--- src/rtl/ether_tx_if.sv ---
// Payload dibit stream between packet assembly and the RMII transmit framer.
interface ether_tx_if;
    logic       axiiv;
    logic [1:0] axiid;
    logic       axiil;
    logic       axiir;

    modport master (
        output axiiv,
        output axiid,
        output axiil,
        input  axiir
    );

    modport slave (
        input  axiiv,
        input  axiid,
        input  axiil,
        output axiir
    );
endinterface

--- src/rtl/ether_tx.sv ---
// RMII transmit framer: preamble, SFD, payload, CRC-32 FCS, then inter-frame gap.
module ether_tx #(
    parameter int IFG_DIBITS = 48,
    parameter bit FCS_EN     = 1'b1
) (
    input  logic       clk,
    input  logic       rst,
    ether_tx_if.slave  bus,
    output logic       txen,
    output logic [1:0] txd,
    output logic       underrun
);

    localparam int CW = (IFG_DIBITS > 32) ? $clog2(IFG_DIBITS) : 5;
    localparam logic [CW-1:0] PRE_LAST = CW'(30);
    localparam logic [CW-1:0] FCS_DONE = CW'(16);
    localparam logic [CW-1:0] IFG_LAST = CW'(IFG_DIBITS - 2);

    typedef enum logic [2:0] {
        IDLE,
        PRE,
        SFD,
        DATA,
        FCS,
        IFG
    } state_t;

    state_t        state;
    logic [CW-1:0] cnt;
    logic [31:0]   crc;
    logic [31:0]   fcs_sh;
    logic          rdy;

    assign bus.axiir = rdy;
    assign fcs_sh    = ~crc >> {cnt[3:0], 1'b0};

    function automatic logic [31:0] crc_step(
        input logic [31:0] c,
        input logic [1:0]  d
    );
        logic [31:0] r;
        r = c;
        for (int i = 0; i < 2; i++) begin
            r = (r >> 1) ^ ((r[0] ^ d[i]) ? 32'hEDB8_8320 : 32'h0);
        end
        return r;
    endfunction

    always_ff @(posedge clk or negedge rst) begin
        if (!rst) begin
            state    <= IDLE;
            cnt      <= '0;
            crc      <= '1;
            txen     <= 1'b0;
            txd      <= 2'b00;
            rdy      <= 1'b0;
            underrun <= 1'b0;
        end else begin
            underrun <= 1'b0;
            unique case (state)
                IDLE: begin
                    if (bus.axiiv) begin
                        state <= PRE;
                        cnt   <= '0;
                        txen  <= 1'b1;
                        txd   <= 2'b01;
                    end
                end
                PRE: begin
                    if (cnt == PRE_LAST) begin
                        state <= SFD;
                        txd   <= 2'b11;
                        rdy   <= 1'b1;
                        crc   <= '1;
                    end else begin
                        cnt <= cnt + 1'b1;
                    end
                end
                SFD, DATA: begin
                    if (!bus.axiiv) begin
                        state    <= IFG;
                        cnt      <= '0;
                        txen     <= 1'b0;
                        txd      <= 2'b00;
                        rdy      <= 1'b0;
                        underrun <= 1'b1;
                    end else begin
                        txd <= bus.axiid;
                        crc <= crc_step(crc, bus.axiid);
                        if (bus.axiil) begin
                            // Without FCS the counter starts exhausted, so only
                            // the last payload dibit is held before the gap.
                            state <= FCS;
                            rdy   <= 1'b0;
                            cnt   <= FCS_EN ? '0 : FCS_DONE;
                        end else begin
                            state <= DATA;
                        end
                    end
                end
                FCS: begin
                    if (cnt == FCS_DONE) begin
                        state <= IFG;
                        cnt   <= '0;
                        txen  <= 1'b0;
                        txd   <= 2'b00;
                    end else begin
                        txd <= fcs_sh[1:0];
                        cnt <= cnt + 1'b1;
                    end
                end
                IFG: begin
                    // The IDLE cycle that follows completes the gap.
                    if (cnt == IFG_LAST) begin
                        state <= IDLE;
                    end else begin
                        cnt <= cnt + 1'b1;
                    end
                end
                default: state <= IDLE;
            endcase
        end
    end

endmodule

--- src/flat_wrapper.sv ---
// flat-port wrapper written by rule: the top's interface ports become plain ports
module ether_tx_flat 
#(
    parameter int IFG_DIBITS = 48,
    parameter bit FCS_EN     = 1'b1
)
  (clk, rst, txen, txd, underrun, bus_axiiv, bus_axiid, bus_axiil, bus_axiir);
  ether_tx_if bus_i ();
  input  logic clk;
  input  logic rst;
  output logic txen;
  output logic [1:0] txd;
  output logic underrun;
  input wire logic [$bits(bus_i.axiiv)-1:0] bus_axiiv;
  input wire logic [$bits(bus_i.axiid)-1:0] bus_axiid;
  input wire logic [$bits(bus_i.axiil)-1:0] bus_axiil;
  output wire logic [$bits(bus_i.axiir)-1:0] bus_axiir;
  assign bus_i.axiiv = bus_axiiv;
  assign bus_i.axiid = bus_axiid;
  assign bus_i.axiil = bus_axiil;
  assign bus_axiir = bus_i.axiir;
  ether_tx #(.IFG_DIBITS(IFG_DIBITS), .FCS_EN(FCS_EN)) u_core (.clk(clk), .rst(rst), .bus(bus_i), .txen(txen), .txd(txd), .underrun(underrun));
endmodule
--- config.mk ---
export PLATFORM = sky130hd
export DESIGN_NAME = ether_tx_flat
export DESIGN_NICKNAME = d
export VERILOG_FILES = /design/src/rtl/ether_tx_if.sv /design/src/rtl/ether_tx.sv /design/src/flat_wrapper.sv
export SDC_FILE = /design/constraint.sdc
export NUM_CORES = 1
export LEC_CHECK = 0
export BUFFER_PORTS_ARGS = -buffer_cell sky130_fd_sc_hd__buf_2
export CAP_MARGIN = 25
export CORE_MARGIN = 2
export CORE_UTILIZATION = 61
export CTS_CLUSTER_DIAMETER = 40
export DETAILED_ROUTE_END_ITERATION = 10
export PLACE_DENSITY = 0.84
export SLEW_MARGIN = 20
export SYNTH_ARGS = -nofsm -noshare
export SYNTH_HDL_FRONTEND = slang
export SYNTH_SLANG_ARGS = --single-unit
--- constraint.sdc ---
create_clock -name clk -period 2.8 [get_ports clk]
set_clock_uncertainty 0.1 [all_clocks]
set_input_delay 0.14 -clock clk [delete_from_list [all_inputs] [get_ports clk]]
set_output_delay 0.14 -clock clk [all_outputs]
set_load 0.02 [all_outputs]
==> impl_metrics.csv, run 1 <==
group,metric,value,unit
clocking,cts_resized,0,
grt,grt_usage,23.4,%
synth,ys_seq_area_share,45.5,%
job,cap_violations,0,
worst_setup_path,max_stage_delay,0.59,ns
clocking,cts-root-buf,"clkbuf_8",
layout,syn_to_final_growth,8.51,%
sta,maxSlewViolCount,0,
clocking,cts_hold_buffers,1,
worst_setup_path,cp_data_arrival_time,2.26,ns
clocking,clock_path_buffers,2,
clocking,cts_setup_buffers,0,
synth,avgSynthCellArea,11.8,um2
clocking,htree_num_levels,2,
worst_setup_path,required,2.90,ns
layout,nets,240,
die,core_area,0.00406,mm2
synth,synth_area,0.00262,mm2
worst_setup_path,path_class,"reg -> reg",
layout,multi_input_area,0.00134,mm2
sta,fin_crit_sh,77.2,%
grt,grt_max_degree,47,
die,io_pins,11,
place,placed_area,0.00272,mm2
sta,setup_violations,0,
clocking,cts_tree,"done",
grt,grt_antenna_before_repair,0,
grt,grt_pass1_vias,1835,
grt,grt_most_used_layer,"met2",
layout,num_antenna_cells,0,
routing,firstDrtPassIters,4,
grt,grt_pass1_wl,8980,um
worst_setup_path,cpLargestDelayFamily,"compound AO/OA/AOI/OAI gates",
die,die_h,69.5,um
hold_path,min_path_type,"in -> reg",
worst_setup_path,r2r-start,"u_core.state[2]",
synth,yosysWarnings,0,
power_and_ir_drop,leakage,0.00114,uW
layout,nFillCells,263,
sta,worstMarginPinSlew,0.666,ns
die,start_util,64.5,%
synth,ys_types,43,
routing,drc_errors,0,
synth,synthCells,221,
layout,post_route_cells_drive_above_1_share,32.3,%
worst_setup_path,crit_start,"u_core.state[2]",
routing,vias,1846,
die,rows,23,
sta,finalHoldViolCount,0,
grt,met2_usage,36.3,%
worst_setup_path,cpMaxStageDelayCell,"a2bb2oi_1",
worst_setup_path,cp-end-kind,"flip-flop",
worst_setup_path,path_cells,"nand2b_1 > a2bb2oi_1 > a31oi_1 > a22o_1",
sta,tns,0,ns
outcome,status,"finished, final reports clean",
place,portBuffers,10,
grt,grt_use_met3,5.38,%
synth,synth-seq-cells,46,
clocking,cts_made_buffers,5,
power_and_ir_drop,ir_drop,260,uV
place,dp_hpwl,3550,um
clocking,clk_pin_slew,0.10,ns
sta,rsz0062_at_grt,"no",
die,die_area,0.00483,mm2
power_and_ir_drop,p_total,1190,uW
power_and_ir_drop,cellPowerDensity,419,mW/mm2
routing,routedWlPerCell,18.8,um
die,die_x,69.5,um
place,place.gp.congestion,0.844,
clocking,clk-insertion-delay-late,0.30,ns
routing,wl,5300,um
sta,max_freq,463,MHz
routing,routed_via_density,6.55,
synth,syn-num-nets,230,
worst_setup_path,critPathLaunchType,"flip-flop",
sta,min_period,2.16,ns
hold_path,hp-start,"bus_axiiv",
layout,fin_area,0.00284,mm2
sta,maxSlewHeadroom,55.5,%
worst_setup_path,cp_num_buf_inv,0,
worst_setup_path,cp_max_fo,12,
layout,seq_area,0.00119,mm2
layout,post-route-util,70.0,%
grt,globalRouteOverflowTotal,0,
routing,postRouteAntennaNets,0,
clocking,cts_sinks,46,
grt,met1_usage,32.2,%
routing,drt-initial-drc-count,162,
-- kinds of logic after synthesis --
| kind of cell | synth area share (%) |
|---|---|
| AO/OA/AOI/OAI | 24.1 |
| multiplexers | 7.94 |
| adder cells (fa/ha/maj) | 1.43 |
| buffers and inverters | 3.25 |
| flip-flops | 45.5 |
| AND/OR/NAND/NOR | 8.23 |
| XOR/XNOR | 9.52 |
-- registers in the layout, summed over array words and instances (netlist names) --
name              cells
u_core.txen           1
u_core.cnt            6
u_core.underrun       1
u_core.state          3
u_core.bus.axiir      1
u_core.txd            2
u_core.crc           32
-- area by class of cell --
| cell class | instances | area share, % |
|---|---|---|
| Tap cell | 50 | 2.20 |
| Clock buffer | 6 | 3.31 |
| Clock inverter | 2 | 0.485 |
| Inverter | 6 | 0.793 |
| Sequential cell | 46 | 42.0 |
| Multi-Input combinational cell | 154 | 47.2 |
| Timing Repair Buffer | 18 | 4.05 |
-- cells in the mapped netlist (all sizes together) --
library cell   n  area share [%]
nor3           1            0.19
xnor2         17             5.7
o22a          17             5.8
o21ai          7             1.3
o32a           1            0.38
nand2          8             1.1
nor2           9             1.3
o21bai         2            0.57
o221ai         1            0.33
o32ai          1            0.33
nand4          1            0.24
a211oi         2            0.57
clkbuf         9             1.3
nand2b         5             1.2
xor2           5             3.8
inv            6            0.86
a21oi         10             1.9
mux4           7             6.0
nand3          7             1.3
a32o           4             1.5
dfstp         32              32
nor3b          2            0.57
a221oi         1            0.33
buf            6             1.1
a311o          1            0.38
a21o           2            0.57
ha             3             1.4
nand3b         2            0.57
mux2i          5             1.9
o2111ai        1            0.33
a22o           4             1.3
and3           1            0.24
nor2b          4            0.96
a31oi          1            0.24
and2           2            0.48
a2bb2oi       19             7.8
a32oi          1            0.33
dfrtp         14              13
-- final timing paths --
| path | slack (ns) | end | depth (start not counted) |
|---|---|---|---|
| worst min register to register | 0.42 | u_core.crc[21] | 1 |
| worst max-delay path | 0.64 | u_core.cnt[2] | 4 |
| max in group asynchronous | 1.93 | u_core.crc[22] | 2 |
| worst min-delay path | 0.07 | u_core.underrun | 2 |
| min in group asynchronous | 0.28 | u_core.txd[1] | 2 |
| worst max register to register | 0.64 | u_core.cnt[2] | 4 |
-- metrics by stage --
stage                     setup WS [ns]  std cells  hold slack, ns
after floorplan                   0.662        221          -0.256
after global placement            0.765        273           0.249
after detailed placement          0.739        273           0.254
after CTS                         0.685        282          0.0598
after global routing              0.452        282          0.0816
final                             0.640        282          0.0704
-- routing by layer --
metal / wire length, um / vias up
met3: 376 / 11
met5: 0 / -
met2: 2520 / 75
li1: - / 855
met4: 98 / 0
met1: 2300 / 905
-- cell usage in the layout (no fill, tap or decap), types with 5 or more instances in the layout --
cell type / netlist / final
dfrtp_1: 14 / 14
a21oi_1: 10 / 10
dfstp_2: 32 / 32
nor2_1: 9 / 9
o21ai_0: 7 / 7
nand2b_1: 5 / 5
nand3_1: 7 / 7
clkbuf_8: 0 / 5
o22a_1: 15 / 15
mux4_2: 7 / 7
inv_1: 6 / 6
buf_4: 0 / 8
nand2_1: 8 / 8
xnor2_1: 17 / 17
buf_2: 4 / 9
a2bb2oi_1: 13 / 13
mux2i_1: 5 / 5
a2bb2oi_2: 6 / 6
-- power by group --
group	internal, uW	switching (uW)	leakage, uW	total (uW)
clock network	232	234	0.0000567	466
registers	666	0	0.000496	666
logic	20.7	38.1	0.000584	58.8
Power figures use the tool's default switching activity.
==> inputs of run 2 (changes only) <==
--- a/config.mk
+++ b/config.mk
@@ -5,13 +5,14 @@
 export SDC_FILE = /design/constraint.sdc
 export NUM_CORES = 1
 export LEC_CHECK = 0
+export ABC_AREA = 1
 export BUFFER_PORTS_ARGS = -buffer_cell sky130_fd_sc_hd__buf_2
 export CAP_MARGIN = 25
 export CORE_MARGIN = 2
-export CORE_UTILIZATION = 61
+export CORE_UTILIZATION = 56
 export CTS_CLUSTER_DIAMETER = 40
 export DETAILED_ROUTE_END_ITERATION = 10
-export PLACE_DENSITY = 0.84
+export PLACE_DENSITY = 0.81
 export SLEW_MARGIN = 20
 export SYNTH_ARGS = -nofsm -noshare
 export SYNTH_HDL_FRONTEND = slang
==> constraint.sdc (replaced) <==
create_clock -name clk -period 1.8 [get_ports clk]
set_clock_uncertainty 0.1 [all_clocks]
set_input_delay 0.09 -clock clk [delete_from_list [all_inputs] [get_ports clk]]
set_output_delay 0.09 -clock clk [all_outputs]
set_load 0.02 [all_outputs]
==> impl_metrics.csv, run 2 <==
group,metric,value,unit
routing,routedWlPerCell,13.7,um
synth,synth-seq-cells,46,
clocking,cts_sinks,46,
sta,rsz0062_at_grt,"no",
worst_setup_path,cpLargestDelayFamily,"simple AND/OR/NAND/NOR gates",
power_and_ir_drop,p_total,1910,uW
layout,regMostFlops,"u_core.crc",
worst_setup_path,cp_data_arrival_time,1.82,ns
power_and_ir_drop,leakage,0.00161,uW
layout,largest_reg_flops,32,
die,core_area,0.00475,mm2
sta,hold_ws,0.0573,ns
clocking,clock_path_buffers,2,
synth,synth_area,0.00278,mm2
sta,finalHoldViolCount,0,
layout,post_route_cells_drive_above_1_share,27.7,%
sta,maxSlewHeadroom,74.6,%
synth,yosysTopAreaCell,"dfstp_2",
clocking,htree_num_levels,2,
synth,ys_seq_area_share,42.9,%
die,rows,25,
synth,synth_commonest_cells,"95 x nand2_1, 47 x inv_1, 32 x dfstp_2",
routing,firstDrtPassIters,4,
synth,avgSynthCellArea,8.07,um2
worst_setup_path,required,1.93,ns
sta,setup_violations,0,
place,portBuffers,10,
die,die_area,0.00554,mm2
layout,nets,376,
clocking,cts_setup_buffers,0,
place,place.gp.congestion,0.918,
worst_setup_path,cp_num_buf_inv,2,
place,dp_hpwl,4410,um
synth,synth.most_common_cell,"nand2_1",
hold_path,min_path_type,"in -> reg",
sta,min_period,1.69,ns
outcome,status,"finished, final reports clean",
grt,grt_antenna_before_repair,0,
die,start_util,58.4,%
grt,grt_pass1_vias,2212,
clocking,cts-root-buf,"clkbuf_8",
sta,fin_crit_sh,93.7,%
grt,grt_pass1_wl,10000,um
synth,synthCells,344,
routing,vias,2313,
clocking,cts_made_buffers,5,
layout,post-route-util,65.0,%
layout,syn_to_final_growth,11.3,%
grt,grt_use_met3,4.47,%
power_and_ir_drop,clkPwrFrac,40.7,%
sta,maxSlewViolCount,0,
synth,syn-num-nets,353,
routing,postRouteAntennaNets,0,
worst_setup_path,cp-end-kind,"flip-flop",
sta,worstMarginPinSlew,0.381,ns
worst_setup_path,path_cells,"inv_2 > ha_1 > nand4_1 > nand3_1 > nand2_1 > nand2_2 > inv_2 > nand3_1 > o21ai_2",
job,cap_violations,0,
clocking,cts_tree,"done",
layout,reg.largest.list,"u_core.crc x32, u_core.cnt x6, u_core.state x3",
die,die_h,74.4,um
synth,synth_area_leaders,"dfstp_2 30%, nand2_1 13%, dfrtp_1 13%",
synth,ys_types,36,
sta,max_freq,593,MHz
synth,async_reset_ff_share,100,%
synth,synth_top_area_share,30.3,%
grt,grt_usage,23.7,%
grt,globalRouteOverflowTotal,0,
routing,drt-initial-drc-count,192,
clocking,clk-insertion-delay-late,0.30,ns
layout,final_cell_mix,"94 x nand2_1, 47 x inv_1, 32 x dfstp_2",
die,io_pins,11,
worst_setup_path,critPathLaunchType,"flip-flop",
sta,tns,0,ns
grt,met2_usage,40.9,%
synth,yosysWarnings,0,
power_and_ir_drop,intPower,1480,uW
layout,layout_commonest_cell,"nand2_1",
grt,grt_most_used_layer,"met2",
routing,wl,5960,um
routing,drc_errors,0,
worst_setup_path,max_stage_delay,0.42,ns
worst_setup_path,cpMaxStageDelayCell,"dfrtp_1",
power_and_ir_drop,p_switching,427,uW
die,die_x,74.4,um
synth,synth_edf_count,0,
grt,grt_max_degree,24,
power_and_ir_drop,comb_power_share,4.9,%
power_and_ir_drop,p_sw_share,22.3,%
clocking,clk_pin_slew,0.09,ns
grt,met1_usage,30.3,%
power_and_ir_drop,ir_drop,382,uV
routing,routed_via_density,5.32,
synth,dominantRegCellSynth,"dfstp_2",
worst_setup_path,cp_max_fo,11,
power_and_ir_drop,cellPowerDensity,618,mW/mm2
power_and_ir_drop,seq_power_share,54.3,%
worst_setup_path,path_class,"reg -> reg",
layout,num_antenna_cells,0,
## run 2: per-layer routing
layer,vias up,share of wire (%)
li1,1144,-
met1,1105,46
met2,58,48
met3,6,4.6
met4,0,0.92
met5,-,0
## run 2: final cells by class
type | instances | area (um2)
Timing Repair Buffer | 28 | 190
Fill cell | 409 | 1660
Sequential cell | 46 | 1190
Tap cell | 67 | 83.8
Clock inverter | 3 | 43.8
Multi-Input combinational cell | 228 | 1290
Inverter | 58 | 219
Clock buffer | 5 | 68.8
## run 2: metrics by stage
step / std cells / cell area (um2) / setup WS (ns)
3_3_place_gp: 425 / 2960 / 0.199
2_1_floorplan: 344 / 2780 / 0.0399
3_5_place_dp: 425 / 2960 / 0.162
6_report: 435 / 3090 / 0.114
5_1_grt: 435 / 3090 / 0.00425
4_1_cts: 435 / 3090 / 0.141
## run 2: worst min-delay path, delay by kind of cell
family | cells | cell delay [ns]
compound gates | 3 | 0.24
buf+inv | 1 | 0.09
## run 2: cells by family (layout without fill, tap and decap cells)
group	count (synthesis)	count (layout)	synth area share, %
XOR/XNOR	18	18	6.35
buffers and inverters	70	94	10.6
AO/OA/AOI/OAI	57	57	13.9
flip-flops	46	46	42.9
adder cells (fa/ha/maj)	3	3	1.35
AND/OR/NAND/NOR	150	150	24.9
## run 2: path summary, 6_finish.rpt
check                                  end          start  cells after the start  slack, ns
hold / removal             u_core.state[0]      bus_axiil                      4       0.06
hold reg to reg              u_core.crc[0]  u_core.crc[0]                      2       0.40
max in group asynchronous    u_core.crc[9]            rst                      3       0.86
setup reg to reg             u_core.cnt[0]  u_core.cnt[0]                      9       0.11
setup / recovery             u_core.cnt[0]  u_core.cnt[0]                      9       0.11
min in group asynchronous    u_core.cnt[0]            rst                      2       0.13
## run 2: what timing repair did
action,CTS,global route
hold buffers,2,0
gates resized for setup,0,2
endpoints found under the setup margin,0,1
hold endpoints to repair,24,0
## run 2: power groups by stage
| stage | Sequential (uW) | Combinational (uW) | Clock, uW |
|---|---|---|---|
| floorplan | 1060 | 42.7 | 0 |
| global placement | 1060 | 89.3 | 0 |
| detailed placement | 1060 | 91.9 | 0 |
| CTS | 1040 | 95.7 | 795 |
| global route | 1040 | 106 | 841 |
| finish | 1040 | 94.4 | 778 |
==> inputs of run 3 (changes only) <==
--- a/config.mk
+++ b/config.mk
@@ -9,10 +9,11 @@
 export BUFFER_PORTS_ARGS = -buffer_cell sky130_fd_sc_hd__buf_2
 export CAP_MARGIN = 25
 export CORE_MARGIN = 2
-export CORE_UTILIZATION = 56
+export CORE_UTILIZATION = 62
 export CTS_CLUSTER_DIAMETER = 40
 export DETAILED_ROUTE_END_ITERATION = 10
-export PLACE_DENSITY = 0.81
+export HOLD_SLACK_MARGIN = 0.15
+export PLACE_DENSITY = 0.85
 export SLEW_MARGIN = 20
 export SYNTH_ARGS = -nofsm -noshare
 export SYNTH_HDL_FRONTEND = slang
==> constraint.sdc (replaced) <==
create_clock -name clk -period 1.6 [get_ports clk]
set_clock_uncertainty 0.1 [all_clocks]
set_input_delay 0.08 -clock clk [delete_from_list [all_inputs] [get_ports clk]]
set_output_delay 0.08 -clock clk [all_outputs]
set_load 0.02 [all_outputs]
==> impl_metrics.csv, run 3 (synthesized netlist as in run 2, its figures left out) <==
group,metric,value,unit
worst_setup_path,crit_start,"u_core.cnt[0]",
routing,firstDrtPassIters,7,
sta,maxSlewViolCount,0,
clocking,clock_path_buffers,2,
grt,grt_pass1_vias,2429,
routing,routedWlPerCell,18.3,um
routing,postRouteAntennaNets,0,
clocking,clk_pin_slew,0.10,ns
die,die_x,70.9,um
clocking,clk-insertion-delay-late,0.31,ns
power_and_ir_drop,p_total,2200,uW
sta,hold_ws,0.226,ns
worst_setup_path,path_class,"reg -> reg",
place,dp.cells,410,
grt,globalRouteOverflowTotal,0,
routing,drc_errors,0,
sta,max_freq,596,MHz
grt,grt_antenna_before_repair,0,
sta,finalHoldViolCount,0,
sta,fin_crit_sh,105,%
layout,nets,396,
worst_setup_path,critPathLaunchType,"flip-flop",
hold_path,hp-start,"bus_axiid[0]",
routing,routed_via_density,6.21,
worst_setup_path,cp-end-kind,"flip-flop",
layout,final_cell_mix,"81 x nand2_1, 46 x inv_1, 32 x dfstp_2",
outcome,violations,"setup timing",
hold_path,min_path_type,"in -> reg",
worst_setup_path,max_stage_delay,0.46,ns
layout,reg.largest.list,"u_core.crc x32, u_core.cnt x6, u_core.state x3",
worst_setup_path,cp_num_buf_inv,3,
worst_setup_path,cpMaxStageDelayCell,"dfrtp_2",
power_and_ir_drop,ir_drop,453,uV
sta,fin_ws,-0.0791,ns
layout,post_route_cells_drive_above_1_share,41.0,%
worst_setup_path,path_cells,"inv_4 > buf_6 > buf_4 > nand2_1 > nand3_1 > nand2_1 > nand2_1 > nand2_1 > nor2_1 > nand2_1 > a21oi_2",
routing,wl,8030,um
die,start_util,64.2,%
layout,regMostFlops,"u_core.crc",
power_and_ir_drop,leakage,0.00176,uW
clocking,cts-root-buf,"clkbuf_8",
place,portBuffers,10,
worst_setup_path,cp_data_arrival_time,1.83,ns
clocking,cts_made_buffers,5,
layout,fin_cells,440,
place,place.gp.congestion,0.830,
die,rows,24,
sta,min_period,1.68,ns
sta,maxSlewHeadroom,61.0,%
layout,largest_reg_flops,32,
worst_setup_path,cpLargestDelayFamily,"simple AND/OR/NAND/NOR gates",
worst_setup_path,required,1.75,ns
sta,setup_violations,30,
outcome,status,"finished, violations left",
sta,worstMarginPinSlew,0.585,ns
routing,drt-initial-drc-count,330,
die,core_area,0.00432,mm2
clocking,cts_sinks,46,
grt,grt_pass1_wl,10900,um
worst_setup_path,cp_max_fo,7,
routing,vias,2734,
layout,fin_area,0.00353,mm2
grt,grt_max_degree,47,
layout,layout_commonest_cell,"nand2_1",
sta,rsz0062_at_grt,"yes",
clocking,cts_tree,"done",
place,placed_area,0.00300,mm2
layout,num_antenna_cells,0,
layout,syn_to_final_growth,27.2,%
job,cap_violations,0,
die,io_pins,11,
place,dp_hpwl,4150,um
power_and_ir_drop,cellPowerDensity,624,mW/mm2
clocking,htree_num_levels,2,
die,die_area,0.00503,mm2
grt,grt_usage,27.0,%
die,die_h,70.9,um
sta,tns,-0.870,ns
worst_setup_path,r2r-start,"u_core.cnt[0]",
worst_setup_path,path_common_cell,"nand2_1",
==> run 3: changes by cell type in the layout (fill, tap and decap cells not counted), sizes merged <==
cell / change
dlygate4sd3: +2
buf: +16
clkbuf: +2
==> run 3: worst min-delay path, cell delays in order <==
cell and delay, ns:
buf_2 0.10, inv_1 0.08, o21ai_0 0.12, nor2_1 0.16, a21oi_2 0.07
==> run 3: path summary, 6_finish.rpt <==
path	endpoint	slack [ns]	cells after the start
setup / recovery	u_core.txd[0]	-0.08	11
hold / removal	u_core.txd[0]	0.23	5
setup reg to reg	u_core.txd[0]	-0.08	11
hold reg to reg	u_core.crc[15]	0.41	2
max in group asynchronous	u_core.state[2]	0.69	3
min in group asynchronous	u_core.txd[0]	0.28	3
==> run 3: metrics by stage <==
stage	setup WS [ns]	utilization, %
after floorplan	-0.0226	-
after global placement	0.0168	69.3
after detailed placement	-0.0413	69.3
after CTS	0.00413	73.4
after global routing	-0.184	81.7
final	-0.0791	81.7
==> run 3: final cells by class <==
cell class	instances	area (um2)
Timing Repair Buffer	48	452
Clock inverter	3	43.8
Tap cell	52	65.1
Sequential cell	46	1190
Inverter	58	233
Fill cell	210	793
Multi-Input combinational cell	228	1470
Clock buffer	5	68.8
==> run 3: metal layers <==
layer | track usage [%] | part of all wire, % | vias up
met3 | 5.70 | 10 | 45
met4 | 10.5 | 3.7 | 0
met1 | 34.4 | 37 | 1295
met5 | 0 | 0 | -
met2 | 45.2 | 49 | 210
li1 | - | - | 1184
==> run 3: timing repair <==
| item | CTS | global route |
|---|---|---|
| resized for setup | 1 | 55 |
| setup endpoints to repair | 8 | 41 |
| pin swaps | 1 | 16 |
| hold endpoints to repair | 50 | 0 |
| buffers inserted | 3 | 13 |
| hold buffers | 4 | 0 |
| cloned | 0 | 2 |
==> run 3: power by group <==
group	switching (uW)	leakage [uW]	internal [uW]
sequential	0.984	0.000509	1170
combinational	81.2	0.00119	47.6
clock	437	0.0000585	469
total	519	0.00176	1680
